<file path="src/rtl/tbs_pkg.sv">
// Shared constants and types for the TBS link (receiver side and transmitter).
// TBS_BIT_CLKS is the bit period both ends must agree on.
package tbs_pkg;

  localparam int TBS_BIT_CLKS  = 434;
  localparam int TBS_MIN_PULSE = 4;
  localparam int DATA_W        = 8;

  typedef enum logic [1:0] {
    IDLE = 2'd0,
    DATA = 2'd1,
    STOP = 2'd2
  } rx_state_t;

endpackage

</file>
<file path="src/rtl/tbs_rx_if.sv">
// Receiver-side bundle: the TBS line in, decoded bytes and status out.
interface tbs_rx_if;
  import tbs_pkg::*;

  // rx_valid is a one-cycle strobe with no ready: the consumer must take every
  // strobe, and rx_data/rx_frame_err are only meaningful (and only change) with it.
  logic              TBS_in;
  logic [DATA_W-1:0] rx_data;
  logic              rx_valid;
  logic              rx_frame_err;
  logic              rx_busy;
  rx_state_t         dbg_state;

  modport master (
    input  TBS_in,
    output rx_data, rx_valid, rx_frame_err, rx_busy, dbg_state
  );

  modport slave (
    output TBS_in,
    input  rx_data, rx_valid, rx_frame_err, rx_busy, dbg_state
  );

endinterface

</file>
<file path="src/rtl/tbs_pulse_filter.sv">
// Synchronizes the asynchronous TBS line and turns each low pulse of at least
// MIN_PULSE samples into exactly one single-cycle event.
module tbs_pulse_filter
  import tbs_pkg::*;
#(
  parameter int MIN_PULSE = TBS_MIN_PULSE
) (
  input  logic clk_50M,
  input  logic rst_n,
  input  logic i_line,
  output logic o_pulse_evt
);

  localparam int             CW      = $clog2(MIN_PULSE + 1);
  localparam logic [CW-1:0]  CNT_MAX = CW'(MIN_PULSE);
  localparam logic [CW-1:0]  CNT_ARM = CW'(MIN_PULSE - 1);

  logic [1:0]    r_sync;
  logic [CW-1:0] r_low_cnt;
  logic          r_pulse_evt;

  // Saturating counter means a long pulse can only cross the threshold once.
  always_ff @(posedge clk_50M or negedge rst_n) begin
    if (!rst_n) begin
      r_sync      <= 2'b11;
      r_low_cnt   <= '0;
      r_pulse_evt <= 1'b0;
    end else begin
      r_sync      <= {r_sync[0], i_line};
      r_pulse_evt <= 1'b0;
      if (r_sync[1]) begin
        r_low_cnt <= '0;
      end else if (r_low_cnt != CNT_MAX) begin
        r_low_cnt   <= r_low_cnt + 1'b1;
        r_pulse_evt <= (r_low_cnt == CNT_ARM);
      end
    end
  end

  assign o_pulse_evt = r_pulse_evt;

endmodule

</file>
<file path="src/rtl/tbs_rx.sv">
// TBS receiver: rebuilds UART-format bytes from the pulse-per-zero TBS line,
// strobing each byte out with a framing-error flag.
module tbs_rx
  import tbs_pkg::*;
#(
  parameter int CLK_FREQ  = 50_000_000,
  parameter int BAUD_RATE = 115200,
  parameter int BIT_CLKS  = TBS_BIT_CLKS,
  parameter int MIN_PULSE = TBS_MIN_PULSE
) (
  input logic     clk_50M,
  input logic     rst_n,
  tbs_rx_if.master bus
);

  localparam int            BW        = $clog2(BIT_CLKS);
  localparam logic [BW-1:0] BAUD_LAST = BW'(BIT_CLKS - 1);
  localparam logic [BW-1:0] STOP_LOAD = BW'(BIT_CLKS / 2 - 2);
  localparam logic [BW-1:0] STOP_LAST = BW'(BIT_CLKS / 2 - 1);
  localparam logic [3:0]    LAST_BIT  = 4'd8;

  // CLK_FREQ/BAUD_RATE only document the nominal rate; BIT_CLKS times the frame.
  if (CLK_FREQ < BAUD_RATE || BIT_CLKS < 2 * MIN_PULSE) begin : g_cfg_suspect
  end

  logic              w_pulse_evt;
  logic              w_wrap;
  rx_state_t         r_state;
  logic [BW-1:0]     r_baud_cnt;
  logic [3:0]        r_bit_cnt;
  logic              r_zero_flag;
  logic              r_err_flag;
  logic [DATA_W-1:0] r_shift;
  logic [DATA_W-1:0] r_rx_data;
  logic              r_rx_valid;
  logic              r_rx_frame_err;
  logic              r_rx_busy;

  tbs_pulse_filter #(.MIN_PULSE(MIN_PULSE)) u_filter (
    .clk_50M     (clk_50M),
    .rst_n       (rst_n),
    .i_line      (bus.TBS_in),
    .o_pulse_evt (w_pulse_evt)
  );

  assign w_wrap = (r_baud_cnt == BAUD_LAST);

  always_ff @(posedge clk_50M or negedge rst_n) begin
    if (!rst_n) begin
      r_state        <= IDLE;
      r_baud_cnt     <= '0;
      r_bit_cnt      <= '0;
      r_zero_flag    <= 1'b0;
      r_err_flag     <= 1'b0;
      r_shift        <= '0;
      r_rx_data      <= '0;
      r_rx_valid     <= 1'b0;
      r_rx_frame_err <= 1'b0;
      r_rx_busy      <= 1'b0;
    end else begin
      r_rx_valid <= 1'b0;
      case (r_state)
        IDLE: begin
          if (w_pulse_evt) begin
            r_state     <= DATA;
            r_bit_cnt   <= '0;
            r_baud_cnt  <= '0;
            r_zero_flag <= 1'b0;
            r_rx_busy   <= 1'b1;
          end
        end
        DATA: begin
          if (w_wrap) begin
            r_baud_cnt  <= '0;
            r_bit_cnt   <= r_bit_cnt + 4'd1;
            r_zero_flag <= 1'b0;
            // Window 0 is the start bit; a pulse on the wrap cycle still counts.
            if (r_bit_cnt != 4'd0)
              r_shift <= {~(r_zero_flag | w_pulse_evt), r_shift[DATA_W-1:1]};
            if (r_bit_cnt == LAST_BIT) begin
              r_state    <= STOP;
              r_err_flag <= 1'b0;
            end
          end else begin
            r_baud_cnt <= r_baud_cnt + 1'b1;
            if (w_pulse_evt && r_bit_cnt != 4'd0)
              r_zero_flag <= 1'b1;
          end
        end
        STOP: begin
          r_baud_cnt <= r_baud_cnt + 1'b1;
          if (w_pulse_evt)
            r_err_flag <= 1'b1;
          // Outputs load one cycle early so the strobe lands on the last stop-window cycle.
          if (r_baud_cnt == STOP_LOAD) begin
            r_rx_valid     <= 1'b1;
            r_rx_data      <= r_shift;
            r_rx_frame_err <= r_err_flag | w_pulse_evt;
          end
          if (r_baud_cnt == STOP_LAST) begin
            r_state    <= IDLE;
            r_baud_cnt <= '0;
            r_bit_cnt  <= '0;
            r_rx_busy  <= 1'b0;
          end
        end
        default: r_state <= IDLE;
      endcase
    end
  end

  assign bus.rx_data      = r_rx_data;
  assign bus.rx_valid     = r_rx_valid;
  assign bus.rx_frame_err = r_rx_frame_err;
  assign bus.rx_busy      = r_rx_busy;
  assign bus.dbg_state    = r_state;

endmodule

</file>
<file path="src/flat_wrapper.sv">
// flat-port wrapper written by rule: the top's interface ports become plain ports
module tbs_rx_flat import tbs_pkg::*;
#(
  parameter int CLK_FREQ  = 50_000_000,
  parameter int BAUD_RATE = 115200,
  parameter int BIT_CLKS  = TBS_BIT_CLKS,
  parameter int MIN_PULSE = TBS_MIN_PULSE
)
  (clk_50M, rst_n, bus_TBS_in, bus_rx_data, bus_rx_valid, bus_rx_frame_err, bus_rx_busy, bus_dbg_state);
  tbs_rx_if bus_i ();
  input logic clk_50M;
  input logic rst_n;
  input wire logic [$bits(bus_i.TBS_in)-1:0] bus_TBS_in;
  output wire logic [$bits(bus_i.rx_data)-1:0] bus_rx_data;
  output wire logic [$bits(bus_i.rx_valid)-1:0] bus_rx_valid;
  output wire logic [$bits(bus_i.rx_frame_err)-1:0] bus_rx_frame_err;
  output wire logic [$bits(bus_i.rx_busy)-1:0] bus_rx_busy;
  output wire logic [$bits(bus_i.dbg_state)-1:0] bus_dbg_state;
  assign bus_i.TBS_in = bus_TBS_in;
  assign bus_rx_data = bus_i.rx_data;
  assign bus_rx_valid = bus_i.rx_valid;
  assign bus_rx_frame_err = bus_i.rx_frame_err;
  assign bus_rx_busy = bus_i.rx_busy;
  assign bus_dbg_state = bus_i.dbg_state;
  tbs_rx #(.CLK_FREQ(CLK_FREQ), .BAUD_RATE(BAUD_RATE), .BIT_CLKS(BIT_CLKS), .MIN_PULSE(MIN_PULSE)) u_core (.clk_50M(clk_50M), .rst_n(rst_n), .bus(bus_i));
endmodule
</file>
<file path="config.mk">
export PLATFORM = sky130hd
export DESIGN_NAME = tbs_rx_flat
export DESIGN_NICKNAME = d
export VERILOG_FILES = /design/src/rtl/tbs_pkg.sv /design/src/rtl/tbs_rx_if.sv /design/src/rtl/tbs_pulse_filter.sv /design/src/rtl/tbs_rx.sv /design/src/flat_wrapper.sv
export SDC_FILE = /design/constraint.sdc
export NUM_CORES = 1
export LEC_CHECK = 0
export CAP_MARGIN = 25
export CORE_MARGIN = 3
export CORE_UTILIZATION = 45
export CTS_CLUSTER_SIZE = 25
export DETAILED_ROUTE_END_ITERATION = 7
export GPL_ROUTABILITY_DRIVEN = 0
export PLACE_DENSITY_LB_ADDON = 0.2
export SLEW_MARGIN = 0
export SYNTH_ARGS = -nofsm -noshare
export SYNTH_HDL_FRONTEND = slang
export SYNTH_SLANG_ARGS = --single-unit
</file>
<file path="constraint.sdc">
create_clock -name clk_50M -period 3.55 [get_ports clk_50M]
set_input_delay 0.71 -clock clk_50M [delete_from_list [all_inputs] [get_ports clk_50M]]
set_output_delay 0.71 -clock clk_50M [all_outputs]
set_load 0.05 [all_outputs]
</file>
Word-level counts from Yosys, hierarchy flattened
Cells that the tools add are included.
{"block": "totals", "elab_cells": 78, "reg_bits": 42, "in_bits": 3, "output_inout_bits": 13}
{"block": "classes", "n_reduce_logical": 16, "n_addsub": 3, "eq_ne": 14, "bitwise": 3, "muxes": 29}
{"cell": "2-to-1 mux 9 bit", "count": 3}
{"cell": "one-hot mux 9 bit (3 select lines)", "count": 1}
{"cell": "equality test 9 x 8 -> 1 bit, second input constant", "count": 2}
{"cell": "2-to-1 mux 4 bit", "count": 3}
{"cell": "one-hot mux 4 bit (3 select lines)", "count": 1}
{"cell": "AND reduction 4 bit", "count": 3}
{"cell": "2-to-1 mux 1 bit", "count": 11}
{"cell": "adder 9 x 1 -> 9 bit, second input constant", "count": 1}
{"cell": "equality test 9 bit, second input constant", "count": 1}
{"cell": "AND reduction 3 bit", "count": 3}
{"cell": "2-to-1 mux 2 bit", "count": 4}
{"cell": "nonzero test 2 bit", "count": 4}
{"cell": "2-to-1 mux 3 bit", "count": 2}
{"cell": "!= test 2 x 1 -> 1 bit, second input constant", "count": 3}
{"cell": "one-hot mux 1 bit (2 select lines)", "count": 3}
{"cell": "one-hot mux 2 bit (3 select lines)", "count": 1}
{"cell": "adder 4 x 1 -> 4 bit, second input constant", "count": 1}
{"cell": "equality test 4 bit, second input constant", "count": 1}
{"cell": "!= test 2 bit, second input constant", "count": 2}
{"cell": "AND reduction 2 bit", "count": 2}
{"cell": "nonzero test 4 bit", "count": 1}
{"cell": "adder 3 x 1 -> 3 bit, second input constant", "count": 1}
{"cell": "equality test 3 x 2 -> 1 bit, second input constant", "count": 1}
{"cell": "!= test 3 x 1 -> 1 bit, second input constant", "count": 1}
{"cell": "other kinds (8)", "count": 9}

Logic depth before layout (Yosys ltp)
Gate-level depths: netlist of the first run.
{"block": "depth", "word_depth": 5, "ltp_mapped": 8, "mapped_depth_nobuf": 6}

Modules after synthesis
A second synthesis of the first run with hierarchy kept.
{"block": "hier_totals", "cells_unflattened": 195, "hier_area_um2": 2150.8}
{"module": "tbs_rx", "instances": 1, "cells_per_inst": 174, "seq_area_each_um2": 900.9, "area_each_um2": 1890.6}
{"module": "tbs_pulse_filter", "instances": 1, "cells_per_inst": 21, "seq_area_each_um2": 152.6, "area_each_um2": 260.2}

Worst setup path before layout of the first run
OpenSTA, ideal clock, no wires.
{"block": "synth_timing", "path_type": "reg2reg", "start": "register u_core.r_state[0] (netlist: u_core.bus.dbg_state[0])", "end": "register u_core.r_bit_cnt[3]", "setup_time_ns": 0.087, "n_path_buf": 2, "stages_incl_launch_ff": 9, "required_ns": 3.463, "period_less_slack_ns": 2.099, "arrival_time_ns": 2.012, "slack_ns": 1.451, "path_cell_list": "dfrtp_1 inv_1 ha_1 nor2b_1 clkbuf_1 nor2_1 clkbuf_1 nand4_1 o211ai_1"}
{"block": "synth_via", "elab_chain_len": 3, "elab_cells_between_ends": 9, "cone_classes": "5 x eq/ne; 1 x mux; 3 x reduce/logical"}
{"element": "from (decl)", "line_no": "tbs_rx.sv:28", "rtl": "rx_state_t r_state;"}
{"element": "from (signal assigned)", "line_no": "tbs_rx.sv:50", "rtl": "r_state <= IDLE;"}
{"element": "from (signal assigned)", "line_no": "tbs_rx.sv:65", "rtl": "r_state <= DATA;"}
{"element": "from (signal assigned)", "line_no": "tbs_rx.sv:81", "rtl": "r_state <= STOP;"}
{"element": "equality test 2 bit, or another cell as far along", "line_no": "tbs_rx.sv:62", "rtl": "case (r_state)"}
{"element": "!= test 2 x 1 -> 1 bit (no line), or another cell as far along"}
{"element": "AND reduction 4 bit (no line)"}
{"element": "to (signal assigned)", "line_no": "tbs_rx.sv:75", "rtl": "r_bit_cnt <= r_bit_cnt + 4'd1;"}
{"element": "to (decl)", "line_no": "tbs_rx.sv:30", "rtl": "logic [3:0] r_bit_cnt;"}
Several ways; a longest one is shown, not always the timed one.
A chain may end at the register's enable or synchronous reset.

Worst setup path in the final report of the first run
{"block": "layout_timing", "start": "register u_core.r_state[0] (netlist: u_core.bus.dbg_state[0])", "end": "register u_core.r_bit_cnt[2]"}
The elaborated chain is that of the path after synthesis.

==> results.cfg, run 1 <==
[sta]
drv_slew = 0
hold_violations = 0
worstMarginPinSlew_ps = 925
finClkSkew_ps = 11.6
rsz0062_at_grt = false
timing.slew.headroom_pct = 38.3
setup_viol = 0
fin_crit_ps = 2370
fin_tns_setup_ps = 0
period_share_pct = 66.7
fmax_mhz = 422

[global_routing]
grt_max_degree = 43
grt_pass1_vias = 1488
gr-total-overflow = 0
grt_use_total_pct = 16.7
grt_antenna_before_repair = 0
grt_pass1_wl_mm = 7.17

[setup_path]
crit_fanout = 13
crit_family = simple AND/OR/NAND/NOR gates
r2r_end = u_core.r_bit_cnt[2]$_DFFE_PN0P_
cp_data_arrival_time_ps = 2550
worst-setup-path-type = reg -> reg
slowest_stage = nor2_1
path_buf_inv = 1
cp-end-kind = register
r2r_cells = 6
r2r_slack_ps = 1180
cpPeakStageDelay_ps = 640
r2r-start = u_core.bus.dbg_state[0]$_DFFE_PN0P_
crit_path_cell_trace = inv_1 > ha_1 > nor2b_1 > nor2_1 > nand2_1 > a221o_1
start_kind = register
required_ps = 3730

[route]
drc = 0
drtIter0Drc = 92
first_pass_iters = 4
postRouteAntennaNets = 0
wl_per_cell_um = 15.9
wirelength_mm = 4.26
vias = 1585
via_per_inst = 5.91

[power_and_ir_drop]
switching_share_pct = 36.1
power_leakage_uw = 0.00103
combPwrFrac_pct = 25.3
internal_power_uw = 730
p_seq_share_pct = 46.8
power_density_nw_per_um2 = 472
vdd_drop_max_uv = 294
switchingPower_uw = 412
p_clk_share_pct = 27.9

[clocking]
cts-resized-gates = 0
cts_tree = yes
root_buffer = clkbuf_8
cts.sinks = 42
clock_latency_ps = 300
path_clk_slew_ps = 90
cts_buffer_depth = 2
cts-buffers-inserted = 5
ctsHoldBuffers = 0
post_cts_buffers = 0
htreeDepth = 2

[placement]
port_buffers = 15
dp_cells = 260
place_hpwl_mm = 3.12

[run_status]
outcome = completed

[layout]
fillers = 371
layout-drive-gt1-share_pct = 14.8
n_antenna_cell = 0
layout.cells.non_filler = 268
area_growth_syn_to_layout_pct = 13.5
nNetsFinal = 230

[floorplan]
dieArea_um2 = 5600
ios = 16
die_w_um = 74.8
core_area_um2 = 4470
start_util_pct = 47.7
core.rowCount = 24
die_h_um = 74.8

[run]
maxCapViolCount = 0

[yosys]
synth_area_leaders = dfrtp_1 (47%), mux2_2 (7.9%), ha_1 (7.0%)
ys_types = 45
yosysMostFrequentCell = dfrtp_1
syn_nets = 212
ys.flop_type = dfrtp_1
ys_seq_area_share_pct = 49.4
yosys_warnings = 0
ys_ff_latch = 42
postSynthCellCount = 197
synth_top_cell_by_area = dfrtp_1
synthTopCellsByCount = dfrtp_1 (40), nand2_1 (18), a21oi_1 (16)
avgSynthCellArea_um2 = 10.8
yosysTopAreaCellShare_pct = 46.9
synth_edf_count = 0
syn_area_um2 = 2130
synthArstFlopShare_pct = 100

[min_path]
min_path_cells = 0
holdPathEnd = u_core.u_filter.r_sync[1]$_DFF_PN1_
hp-start = u_core.u_filter.r_sync[0]$_DFF_PN1_
hp-class = reg -> reg
cell usage in the layout (no fill, tap or decap), drive strengths merged, types with 2 or more instances in the layout:
cell / count
a21oi: 16
clkbuf: 5
clkdlybuf4s50: 14
dfrtp: 40
dfstp: 2
ha: 12
inv: 15
mux2: 15
nand2: 18
nand3: 5
nand3b: 2
nand4: 3
nand4b: 2
nand4bb: 2
nor2: 8
nor2b: 2
nor3: 6
nor4: 3
o211ai: 2
o21ai: 9
o31ai: 5
o41ai: 3
or4: 2
xnor2: 3
logic make-up after synthesis:
family / synth area share, %
fa+ha+maj: 7.04
compound gates: 13.5
buf+inv: 3.23
flops: 49.4
mux: 8.39
simple gates: 17.2
xor+xnor: 1.23
stage by stage:
stage	hold WS, ps	utilization (%)	cell area [µm²]	worst slack (ps)	total power, µW
after floorplan	345	-	2130	1450	747
after CTS	366	54.1	2420	1210	1150
final	365	54.1	2420	1180	1140
after global placement	351	52.0	2330	1380	810
after global routing	370	54.1	2420	1060	1210
after detailed placement	349	52.0	2330	1210	832
how the worst max path moves through the flow:
stage	endpoint	depth (start not counted)	from	slack (ps)
final	u_core.r_bit_cnt[2]$_DFFE_PN0P_	6	u_core.bus.dbg_state[0]$_DFFE_PN0P_	1180
after global routing	u_core.r_bit_cnt[2]$_DFFE_PN0P_	6	u_core.bus.dbg_state[0]$_DFFE_PN0P_	1060
after CTS	u_core.r_bit_cnt[2]$_DFFE_PN0P_	6	u_core.bus.dbg_state[0]$_DFFE_PN0P_	1210
after detailed placement	u_core.r_bit_cnt[2]$_DFFE_PN0P_	6	u_core.bus.dbg_state[0]$_DFFE_PN0P_	1210
after global placement	u_core.r_bit_cnt[2]$_DFFE_PN0P_	6	u_core.bus.dbg_state[0]$_DFFE_PN0P_	1380
after floorplan	u_core.r_bit_cnt[3]$_DFFE_PN0P_	8	u_core.bus.dbg_state[0]$_DFFE_PN0P_	1450
cell type report:
class                   count  area [µm²]  area share [%]
clock buffers               5        68.8            2.84
clock inverters             3        25.0            1.03
inverters                  14        52.6            2.17
multi-input cells         137        1010            41.7
flip-flops and latches     42        1050            43.5
well taps                  52        65.1            2.69
repair buffers             15         145            6.00
power groups by stage:
stage / sequential (µW) / clock (µW) / combinational, µW
finish: 534 / 318 / 289
floorplan: 557 / 0 / 190
global route: 537 / 350 / 322
global placement: 539 / 0 / 271
CTS: 534 / 330 / 289
detailed placement: 544 / 0 / 288
routing by layer:
layer	share of wire, %	global-route usage (%)	up-vias
met5	0	0	-
met4	1.3	6.52	0
met3	5.4	4.01	9
li1	-	-	751
met2	49	26.1	49
met1	44	22.3	776
state kept, by name (all words and copies together), names as in the netlist:
name,count
u_core.bus.dbg_state,2
u_core.bus.rx_busy,1
u_core.bus.rx_data,8
u_core.bus.rx_frame_err,1
u_core.bus.rx_valid,1
u_core.r_baud_cnt,9
u_core.r_bit_cnt,4
u_core.r_err_flag,1
u_core.r_shift,8
u_core.r_zero_flag,1
u_core.u_filter.o_pulse_evt,1
u_core.u_filter.r_low_cnt,3
u_core.u_filter.r_sync,2
(Power assumes the default switching activity.)
==> run 2, diff against run 1 <==
clock period = 2.2 ns   (was 3.55 ns; I/O delays follow)
==> run 2 against run 1 <==
  * Cell area rose by 2.3%
  * Wire length rose by 6.4%
  * Combinational power rose by 75%
  * Non-clock buffer count rose by 5
  * Register-to-register slack got worse by 960 ps
  * First-iteration DRC count rose by 8.7%
  * Critical endpoint is now bus_dbg_state[0]
  * Largest cell class unchanged
==> results.cfg, run 2 (synthesis results as in run 1) <==
[run_status]
outcome = completed

[layout]
fillers = 372
top_register = u_core.r_baud_cnt
n_antenna_cell = 0
multi_input_area_um2 = 1010
ff_latch_area_um2 = 1050
nNetsFinal = 235
largest_reg_flops = 9
layout-drive-gt1-share_pct = 16.7
area_growth_syn_to_layout_pct = 16.1
layout_common_cells = dfrtp_1 (40), nand2_1 (18), a21oi_1 (16), mux2_2 (15)
layout_commonest_cell = dfrtp_1

[power_and_ir_drop]
vdd_drop_max_uv = 415
power_leakage_uw = 0.00106
power_density_nw_per_um2 = 800
p_total_uw = 1980

[route]
drtIter0Drc = 100
wirelength_mm = 4.53
postRouteAntennaNets = 0
first_pass_iters = 5
drc = 0
via_per_inst = 6.02
wl_per_cell_um = 16.6
vias = 1644

[sta]
timing.slew.headroom_pct = 66.6
period_share_pct = 91.1
worstMarginPinSlew_ps = 500
fin_crit_ps = 2010
rsz0062_at_grt = false
fin_tns_setup_ps = 0
fmax_mhz = 499
finClkSkew_ps = 4.89
setup_viol = 0
hold_violations = 0
drv_slew = 0

[setup_path]
path_buf_inv = 1
required_ps = 1760
cp.depth = 1
cp_data_arrival_time_ps = 1570
slowest_stage = clkdlybuf4s50_1
cp-end-kind = output pin
r2r_end = u_core.r_shift[0]$_DFFE_PN0P_
crit_path_cell_trace = clkdlybuf4s50_1
crit_fanout = 5
cpPeakStageDelay_ps = 840
r2r-start = u_core.r_bit_cnt[0]$_DFFE_PN0P_
r2r_slack_ps = 220
cp-startpoint = u_core.bus.dbg_state[0]$_DFFE_PN0P_
worst-setup-path-type = reg -> out
start_kind = register
crit_family = buffers and inverters
r2r_cells = 5

[global_routing]
grt_pass1_vias = 1688
grt_use_total_pct = 18.3
gr-total-overflow = 0
grt_antenna_before_repair = 0
grt_pass1_wl_mm = 7.89
grt_max_degree = 24

[floorplan]
die_h_um = 74.8
core_area_um2 = 4470
core.rowCount = 24
die_w_um = 74.8
start_util_pct = 47.7
dieArea_um2 = 5600
ios = 16

[clocking]
cts-resized-gates = 0
cts.sinks = 42
htreeDepth = 2
cts_tree = yes
cts-buffers-inserted = 5
cts_buffer_depth = 2
clock_latency_ps = 290
post_cts_buffers = 0
path_clk_slew_ps = 80
root_buffer = clkbuf_8
ctsHoldBuffers = 0

[placement]
port_buffers = 15
place_hpwl_mm = 3.28

[run]
maxCapViolCount = 0

[min_path]
hp-class = in -> async
## run 2: cell count changes in the layout (fill, tap and decap cells not counted), sizes merged
cell / change
buf: +5
clkinvlp: -1
bufinv: +1
## run 2: cell type report
cell class	count	share of cell area [%]
multi-input cells	137	40.8
inverters	14	2.12
well taps	52	2.63
clock inverters	3	1.77
repair buffers	20	7.38
flip-flops and latches	42	42.5
clock buffers	5	2.78
## run 2: power breakdown
| group | total (µW) | switching (µW) | internal [µW] |
|---|---|---|---|
| clock network | 615 | 274 | 340 |
| registers | 862 | 46.9 | 815 |
| logic | 505 | 342 | 163 |
| total | 1980 | 663 | 1320 |
## run 2: how the worst max path moves through the flow
stage                                                  to  slack, ps
after floorplan           u_core.r_bit_cnt[3]$_DFFE_PN0P_        100
after global placement      u_core.r_shift[4]$_DFFE_PN0P_        290
after detailed placement    u_core.r_shift[0]$_DFFE_PN0P_        230
after CTS                                bus_dbg_state[0]        170
after global routing        u_core.r_shift[4]$_DFFE_PN0P_        130
final                                    bus_dbg_state[0]        190
## run 2: per-layer routing
layer	vias to the layer above	GRT usage, %	share of wire, %
li1	763	-	-
met1	823	23.6	44
met2	53	28.9	51
met3	5	4.14	4.5
met4	0	9.49	0.97
met5	-	0	0
## run 2: per-stage QoR
stage / hold WS (ps) / util [%] / area [µm²] / std cells / setup slack, ps
2_1_floorplan: 144 / - / 2130 / 197 / 101
3_3_place_gp: 348 / 52.8 / 2360 / 265 / 290
3_5_place_dp: 352 / 52.8 / 2360 / 265 / 226
4_1_cts: 111 / 55.3 / 2480 / 273 / 172
5_1_grt: 123 / 55.3 / 2480 / 273 / 135
6_report: 97.3 / 55.3 / 2480 / 273 / 195
